===== config.mk =====
export PLATFORM = sky130hd
export DESIGN_NAME = ex_stage
export DESIGN_NICKNAME = d
export VERILOG_FILES = /design/src/rtl/ex_stage.sv
export SDC_FILE = /design/constraint.sdc
export NUM_CORES = 1
export LEC_CHECK = 0
export CAP_MARGIN = 15
export CORE_MARGIN = 2
export CORE_UTILIZATION = 28
export DETAILED_ROUTE_END_ITERATION = 16
export HOLD_SLACK_MARGIN = 0.03
export SKIP_LAST_GASP = 1
export SLEW_MARGIN = 5
export SYNTH_ARGS = -nofsm -noshare
export SYNTH_HDL_FRONTEND = slang
export SYNTH_SLANG_ARGS = --single-unit
export TNS_END_PERCENT = 30

===== constraint.sdc =====
create_clock -name clk -period 0.85 [get_ports clk]
set_input_delay 0.255 -clock clk [delete_from_list [all_inputs] [get_ports clk]]
set_output_delay 0.255 -clock clk [all_outputs]
set_load 0.005 [all_outputs]

===== src/rtl/ex_stage.sv =====
// ex_stage: 16-bit pipeline execute stage (ALU, address, branch target, flags); operand bypass when EX_FORWARD_EN is defined
module ex_stage (
    input  logic        clk,
    input  logic        reset,
    input  logic        cpu_state,
    input  logic [15:0] ex_input,
    input  logic [15:0] reg_A,
    input  logic [15:0] reg_B,
    input  logic [15:0] reg_C,
    input  logic        flush,
    input  logic [15:0] wb_input,
    input  logic [15:0] dst_regC2,
    output logic [15:0] mem_input,
    output logic [15:0] dst_regC1,
    output logic [15:0] store_reg2,
    output logic        nf,
    output logic        zf,
    output logic        halted
);
    localparam logic [3:0] OP_HALT  = 4'b0001;
    localparam logic [3:0] OP_ADD   = 4'b0010;
    localparam logic [3:0] OP_CMP   = 4'b0111;
    localparam logic [3:0] OP_BN    = 4'b1001;
    localparam logic [3:0] OP_BZ    = 4'b1011;
    localparam logic [3:0] OP_LOAD  = 4'b1101;
    localparam logic [3:0] OP_STORE = 4'b1110;

    logic [3:0]  op;
    logic [15:0] a, b, c;
    logic [15:0] diff;
    logic [7:0]  addr;
    logic [15:0] result;
    logic        fwd_unused;

    assign op = ex_input[15:12];

`ifdef EX_FORWARD_EN
    // MEM's ADD result wins over WB's ADD/LOAD result; a LOAD still in MEM is stalled by ID
    logic mem_wr, wb_wr;
    assign mem_wr = mem_input[15:12] == OP_ADD;
    assign wb_wr  = wb_input[15:12] == OP_ADD || wb_input[15:12] == OP_LOAD;
    assign a = (mem_wr && mem_input[11:8] == ex_input[7:4]) ? dst_regC1 :
               (wb_wr && wb_input[11:8] == ex_input[7:4]) ? dst_regC2 : reg_A;
    assign b = (mem_wr && mem_input[11:8] == ex_input[3:0]) ? dst_regC1 :
               (wb_wr && wb_input[11:8] == ex_input[3:0]) ? dst_regC2 : reg_B;
    assign c = (mem_wr && mem_input[11:8] == ex_input[11:8]) ? dst_regC1 :
               (wb_wr && wb_input[11:8] == ex_input[11:8]) ? dst_regC2 : reg_C;
    assign fwd_unused = ^wb_input[7:0];
`else
    // software schedules around hazards, so register-file values are used as-is
    assign a = reg_A;
    assign b = reg_B;
    assign c = reg_C;
    assign fwd_unused = ^{wb_input, dst_regC2};
`endif

    // per-opcode result; unknown opcodes behave as NOP
    always_comb begin
        diff   = a - b;
        addr   = a[7:0] + {4'h0, ex_input[3:0]};
        result = op == OP_ADD                      ? a + b :
                 (op == OP_LOAD || op == OP_STORE) ? {8'h00, addr} :
                 (op == OP_BN || op == OP_BZ)      ? {8'h00, ex_input[7:0]} :
                 op == OP_CMP                      ? diff : 16'h0000;
    end

    // EX/MEM register: holds when idle, squashes to NOP on a taken branch in MEM
    always_ff @(posedge clk or negedge reset) begin
        if (!reset) begin
            mem_input  <= 16'h0000;
            dst_regC1  <= 16'h0000;
            store_reg2 <= 16'h0000;
            nf         <= 1'b0;
            zf         <= 1'b0;
            halted     <= 1'b0;
        end else if (cpu_state) begin
            if (flush) begin
                mem_input  <= 16'h0000;
                dst_regC1  <= 16'h0000;
                store_reg2 <= 16'h0000;
            end else begin
                mem_input  <= ex_input;
                dst_regC1  <= result;
                store_reg2 <= op == OP_STORE ? c : 16'h0000;
                if (op == OP_CMP) begin
                    nf <= diff[15];
                    zf <= diff == 16'h0000;
                end
                if (op == OP_HALT)
                    halted <= 1'b1;
            end
        end
    end
endmodule

==> key figures, run 1 <==
Power and ir drop
  • Power Density: 1200 nW/um^2
  • Max VDD drop: 0.909 mV
  • Pleak: 0.00345 uW

Floorplanning
  • IO Pins: 151
  • Core Area: 13800 um^2
  • Num rows: 43
  • Starting Density: 0.286
  • Die width: 123 um
  • Die ar.: 15000 um^2
  • Die Span Y: 123 um

Cells and area
  • Area Overhead vs Synth: 90.7%
  • Diode count: 0
  • Fin nets: 852
  • Filler cell count: 1251
  • Final core utilization: 0.545
  • Fraction of layout cells with a size suffix above 1: 0.450
  • Non-Filler Instances: 895

Critical path
  • Setup crit start kind: input pin
  • CP Buf/Inv Count: 1
  • Largest stage delay on the critical path: 0.39 ns
  • WP depth: 10
  • Worst Path Max Fanout: 3
  • Worst EP arrival: 2.60 ns
  • Critical path type: in -> reg
  • Reg2Reg Depth: 3
  • Critical Path Start: reg_A[1]
  • Cell family with most CP delay: compound AO/OA/AOI/OAI gates
  • WP data required: 1.04 ns
  • RR Startpoint: dst_regC1[14]
  • Crit. End Element: flop
  • Cells along the critical path: buf_6 > ha_4 > nor2b_4 > o2111a_2 > o31a_1 > a221o_1 > o41a_4 > a31oi_4 > xnor2_2 > o41ai_2
  • Crit path to: zf
  • RR Endpoint: dst_regC1[14]
  • CP max stage cell: o41a_4
  • Flop-to-flop setup slack: -0.15 ns

Route
  • Vias per cell: 4.77
  • Initial DRC count: 164
  • Drt first pass iters: 4
  • Total number of vias: 4265
  • Detailed-route wire length per cell: 14.9 um
  • Post-Route WL: 13.3 mm
  • Detailed-route DRC error count: 0
  • Antenna viol nets, final: 0

Synth
  • FFs w/ async S/R, synth: 1.00
  • Cells after Synth: 433
  • Area share of the largest cell type after synthesis: 0.325
  • Post-Syn Area per Cell: 9.08 um^2
  • Mapped Area: 3930 um^2
  • Synth cell count leaders: dfrtp_1, inv_1, ha_1
  • Post-Synth Simple-Gate Area: 0.139
  • Post-synth EDFFs: 0
  • Netlist cell types: 59
  • Seq/Total Area, Yosys: 0.325
  • Post-synth top area cell: dfrtp_1
  • Yosys warning count: 0
  • Largest family of logic cells by synthesized area: compound AO/OA/AOI/OAI gates
  • Synth Area in Compound Gates: 0.269
  • Top_reg_cell synth: dfrtp_1
  • Net Count, Synth: 571
  • Most frequent cell after synthesis: dfrtp_1
  • Synth Area in Adders: 0.127
  • XOR/XNOR Fraction of Synth Area: 0.0671
  • Synth area leaders: dfrtp_1, ha_1, xnor2_1
  • #FFs+latches synth: 51
  • Mux cell area share after synthesis: 0

Worst hold path
  • Worst hold path type: in -> reg

STA
  • Max_slew headroom: 0.781
  • Actual slew at the worst max-slew pin: 0.324 ns
  • Final Critical Period: 2.41 ns
  • Fmax: 0.415 GHz
  • Final setup margin: -1.56 ns
  • Final hold violations: 0
  • Period utilization: 2.83
  • Slew Viols, Final: 0
  • Final setup fails: 90
  • Hold_ws: 0.358 ns
  • Skew final: 0 ns
  • RSZ-0062 raised after global routing: yes

GRT
  • Vias in the first global route: 4390
  • Tot GR Track Use: 0.177
  • First-pass GRT wire length: 21.5 mm
  • Largest net degree at the start of global routing: 52
  • Grt ovf: 0
  • Initial antenna violation count: 0

Run status
  • Failing checks: negative setup slack
  • Outcome: complete, but fails checks

Job
  • Max-cap violations: 0

CTS
  • Clock buffer depth: 2
  • H-tree Lvls: 2
  • Clk_lat worst skew: 0.29 ns
  • Clock buffer count from CTS: 5
  • Clk sinks: 51
  • Root Driver: clkbuf_16
  • TritonCTS clock tree: done
  • Clock transition at path regs: 0.07 ns

Placed design
  • GP Congestion: 0.844
  • PortBufs: 118
  • Post-placement cell count: 849
  • Post-DP HPWL: 9.94 mm
kinds of logic (layout without fill, tap and decap cells):
logic type / Yosys count / in the layout
adder cells (fa/ha/maj): 38 / 38
buffers and inverters: 69 / 351
AO/OA/AOI/OAI: 145 / 145
flip-flops: 51 / 51
AND/OR/NAND/NOR: 102 / 102
XOR/XNOR: 28 / 28
cells in the final DEF, fill, tap and decap left out, drive strengths merged, types with 18 or more instances in the layout:
master           n
a21oi           33
a22o            20
clkbuf          18
buf            197
xnor2           22
dfrtp           51
inv             44
clkdlybuf4s50   79
nor2            33
o21ai           27
ha              35
report_power, final:
part           switching [uW]  internal (uW)  leakage (uW)
Combinational            1640           2150       0.00267
Sequential               81.8           2560      0.000684
Clock                     879           1690     0.0000911
timing repair:
| item | in CTS | in global routing |
|---|---|---|
| hold buffers | 1 | 0 |
| endpoints found under the hold margin | 51 | 0 |
| endpoints found under the setup margin | 102 | 97 |
| pin swaps | 63 | 34 |
| cloned | 2 | 0 |
| buffers inserted | 25 | 14 |
| gates resized for setup | 183 | 56 |
area by class of cell:
type                       instances  area, um^2  area share
multi-input combinational        313        2990       0.398
clock inverter                     2        60.1     0.00801
clock buffer                       6         129      0.0172
tap                              180         225      0.0300
timing repair buffer             298        2620       0.349
inverter                          45         206      0.0275
sequential                        51        1280       0.170
metrics by stage:
stage	setup slack [ns]	cell area, um^2	TNS [ns]	total power, uW
floorplan	-1.69	4150	-33.43	4140
global placement	-2.38	6510	-75.50	5820
detailed placement	-2.41	6510	-76.38	5870
CTS	-1.58	7330	-53.43	8880
global route	-1.66	7500	-52.90	9480
finish	-1.56	7500	-48.54	9000
worst register-to-register path, cell delays in order, from the launching register on:
cell and delay [ns]:
dfrtp_1 0.39, buf_4 0.14, a221oi_1 0.28, a21oi_1 0.07
sequential cells by signal (all words and copies together), names as in the netlist:
register and cells:
dst_regC1 16, halted 1, zf 1, store_reg2 16, nf 1, mem_input 16
metal layers:
metal	part of all wire	routed length (um)	up-vias	track usage
met5	0	0	-	0
met4	0.023	307	0	0.0560
met3	0.032	428	20	0.0130
met2	0.50	6650	92	0.314
met1	0.45	5940	2035	0.229
li1	-	-	2118	-
worst min path at each step:
| stage | startpoint | cells past startpoint | end |
|---|---|---|---|
| after global placement | reset | 2 | store_reg2[12] |
| after floorplan | reset | 0 | dst_regC1[0] |
| after CTS | ex_input[15] | 4 | halted |
| after global routing | ex_input[15] | 4 | halted |
| after detailed placement | reset | 2 | store_reg2[12] |
| final | ex_input[15] | 4 | halted |
(Power assumes the default switching activity.)
==> inputs of run 2 (changes only) <==
- CORE_MARGIN: 2 -> 1.5
==> key figures, run 2 (synthesis gave the netlist of run 1 again) <==
Floorplanning
  • Num rows: 43 (unchanged)
  • IO Pins: 151 (unchanged)
  • Die Span Y: 122 um (-0.82%)
  • Starting Density: 0.286 (unchanged)
  • Die ar.: 14800 um^2 (-1.6%)
  • Core Area: 13800 um^2 (unchanged)
  • Die width: 122 um (-0.82%)

CTS
  • Clk sinks: 51 (unchanged)
  • Root Driver: clkbuf_16
  • Clock buffer depth: 2 (unchanged)
  • Clk_lat worst skew: 0.29 ns (about the same)
  • H-tree Lvls: 2 (unchanged)
  • Clock buffer count from CTS: 5 (unchanged)
  • Clock transition at path regs: 0.06 ns (about the same)
  • TritonCTS clock tree: done

Placed design
  • GP Congestion: 0.828 (-1.8%)
  • PortBufs: 118 (unchanged)
  • Post-DP HPWL: 9.84 mm (-1.0%)
  • Worst slack at placement: -2.40 ns (+0.00472 ns)
  • Dpl cell area: 6490 um^2 (-0.35%)

Critical path
  • Worst EP arrival: 2.59 ns (about the same)
  • WP data required: 1.04 ns (about the same)
  • Worst Path Max Fanout: 4 (+1)
  • Setup crit start kind: input pin
  • Crit. End Element: flop
  • Critical Path Start: reg_B[1]
  • RR Startpoint: dst_regC1[11]
  • Critical path type: in -> reg
  • RR Endpoint: dst_regC1[11]
  • Reg2Reg Depth: 2 (-1)
  • Flop-to-flop setup slack: -0.12 ns (+0.03 ns)

Power and ir drop
  • Power Density: 1120 nW/um^2 (-6.2%)
  • Pleak: 0.00339 uW (-1.8%)
  • Power Total: 8310 uW (-7.6%)
  • Max VDD drop: 0.703 mV (-23%)

GRT
  • Grt ovf: 0 (unchanged)
  • Tot GR Track Use: 0.180 (+0.00304)
  • Initial antenna violation count: 0 (unchanged)
  • Vias in the first global route: 4381 (-0.21%)
  • First-pass GRT wire length: 21.4 mm (-0.20%)
  • Largest net degree at the start of global routing: 52 (unchanged)

STA
  • Period utilization: 2.82 (-0.0115)
  • Max_slew headroom: 0.769 (-0.0121)
  • Final setup fails: 93 (+3.3%)
  • Final setup TNS: -50.66 ns (-2.12 ns)
  • Final setup margin: -1.55 ns (+0.00981 ns)
  • Actual slew at the worst max-slew pin: 0.345 ns (+0.0215 ns)
  • Skew final: 0 ns (unchanged)
  • Final hold violations: 0 (unchanged)
  • Slew Viols, Final: 0 (unchanged)
  • Final Critical Period: 2.40 ns (-0.00981 ns)
  • RSZ-0062 raised after global routing: yes
  • Hold_ws: 0.376 ns (+0.0175 ns)
  • Fmax: 0.417 GHz (+0.41%)

Worst hold path
  • Worst hold path type: in -> reg
  • Hold Startpoint: ex_input[14]
  • Hold EP: halted
  • Hold depth: 4 (unchanged)

Route
  • Antenna viol nets, final: 0 (unchanged)
  • Detailed-route DRC error count: 0 (unchanged)
  • Initial DRC count: 177 (+7.9%)
  • Post-Route WL: 13.2 mm (-0.88%)
  • Vias per cell: 4.77 (+0.18%)
  • Drt first pass iters: 5 (+1)
  • Detailed-route wire length per cell: 14.9 um (+0.36%)
  • Total number of vias: 4220 (-1.1%)

Cells and area
  • Diode count: 0 (unchanged)
  • Largest regs: dst_regC1 x16, mem_input x16, store_reg2 x16
  • Filler cell count: 1275 (+1.9%)
  • Final Cell Area: 7390 um^2 (-1.4%)
  • Most frequent cells in the layout: buf_4, clkdlybuf4s50_1, dfrtp_1
  • Fraction of layout cells with a size suffix above 1: 0.433 (-0.0171)
  • Commonest non-fill, non-tap cell in the layout: buf_4
  • Area Overhead vs Synth: 88.0%
  • Fin nets: 843 (-1.1%)

Job
  • Max-cap violations: 0 (unchanged)

Run status
  • Failing checks: negative setup slack
  • Outcome: complete, but fails checks
## run 2: how the worst max path moves through the flow
stage / depth (start not counted) / end / slack, ns
3_5_place_dp: 12 / dst_regC1[13] / -2.40
3_3_place_gp: 12 / dst_regC1[13] / -2.37
5_1_grt: 14 / zf / -1.68
4_1_cts: 11 / zf / -1.58
2_1_floorplan: 8 / dst_regC1[13] / -1.69
6_report: 11 / zf / -1.55
## run 2: report_power, final
part	internal, uW	switching, uW	total, uW	leakage, uW
logic	2140	1640	3780	0.00264
clock network	1060	837	1900	0.0000628
registers	2560	78.6	2640	0.000684
## run 2: routing by layer
metal	track usage	vias up	share of wire
met1	0.234	2000	0.44
met3	0.0141	19	0.031
met5	0	-	0
met2	0.317	93	0.51
li1	-	2108	-
met4	0.0559	0	0.019
## run 2: metrics by stage
step	std cells	util
after global routing	884	0.537
after detailed placement	846	0.471
final	884	0.537
after CTS	871	0.519
after floorplan	433	-
after global placement	846	0.471
## run 2: what timing repair did
item	4_1_cts	5_1_grt
hold buffers	1	0
pin swaps	64	53
gates cloned	2	0
resized for setup	146	73
endpoints found under the hold margin	51	0
setup endpoints to repair	102	102
setup buffers	17	20
## run 2: area by class of cell
class	count	area, um^2	share of cell area
Clock buffer	6	129	0.0174
Inverter	45	206	0.0279
Multi-Input combinational cell	313	3000	0.406
Sequential cell	51	1280	0.173
Tap cell	180	225	0.0305
Timing Repair Buffer	289	2560	0.346
## run 2: worst max-delay path, cell delays in order
cell	delay [ns]
buf_8	0.10
inv_6	0.05
ha_4	0.19
nor2b_4	0.13
o2111a_1	0.25
o31a_1	0.32
a221o_1	0.34
o41a_4	0.40
a31oi_4	0.16
xnor2_2	0.09
o41ai_2	0.30
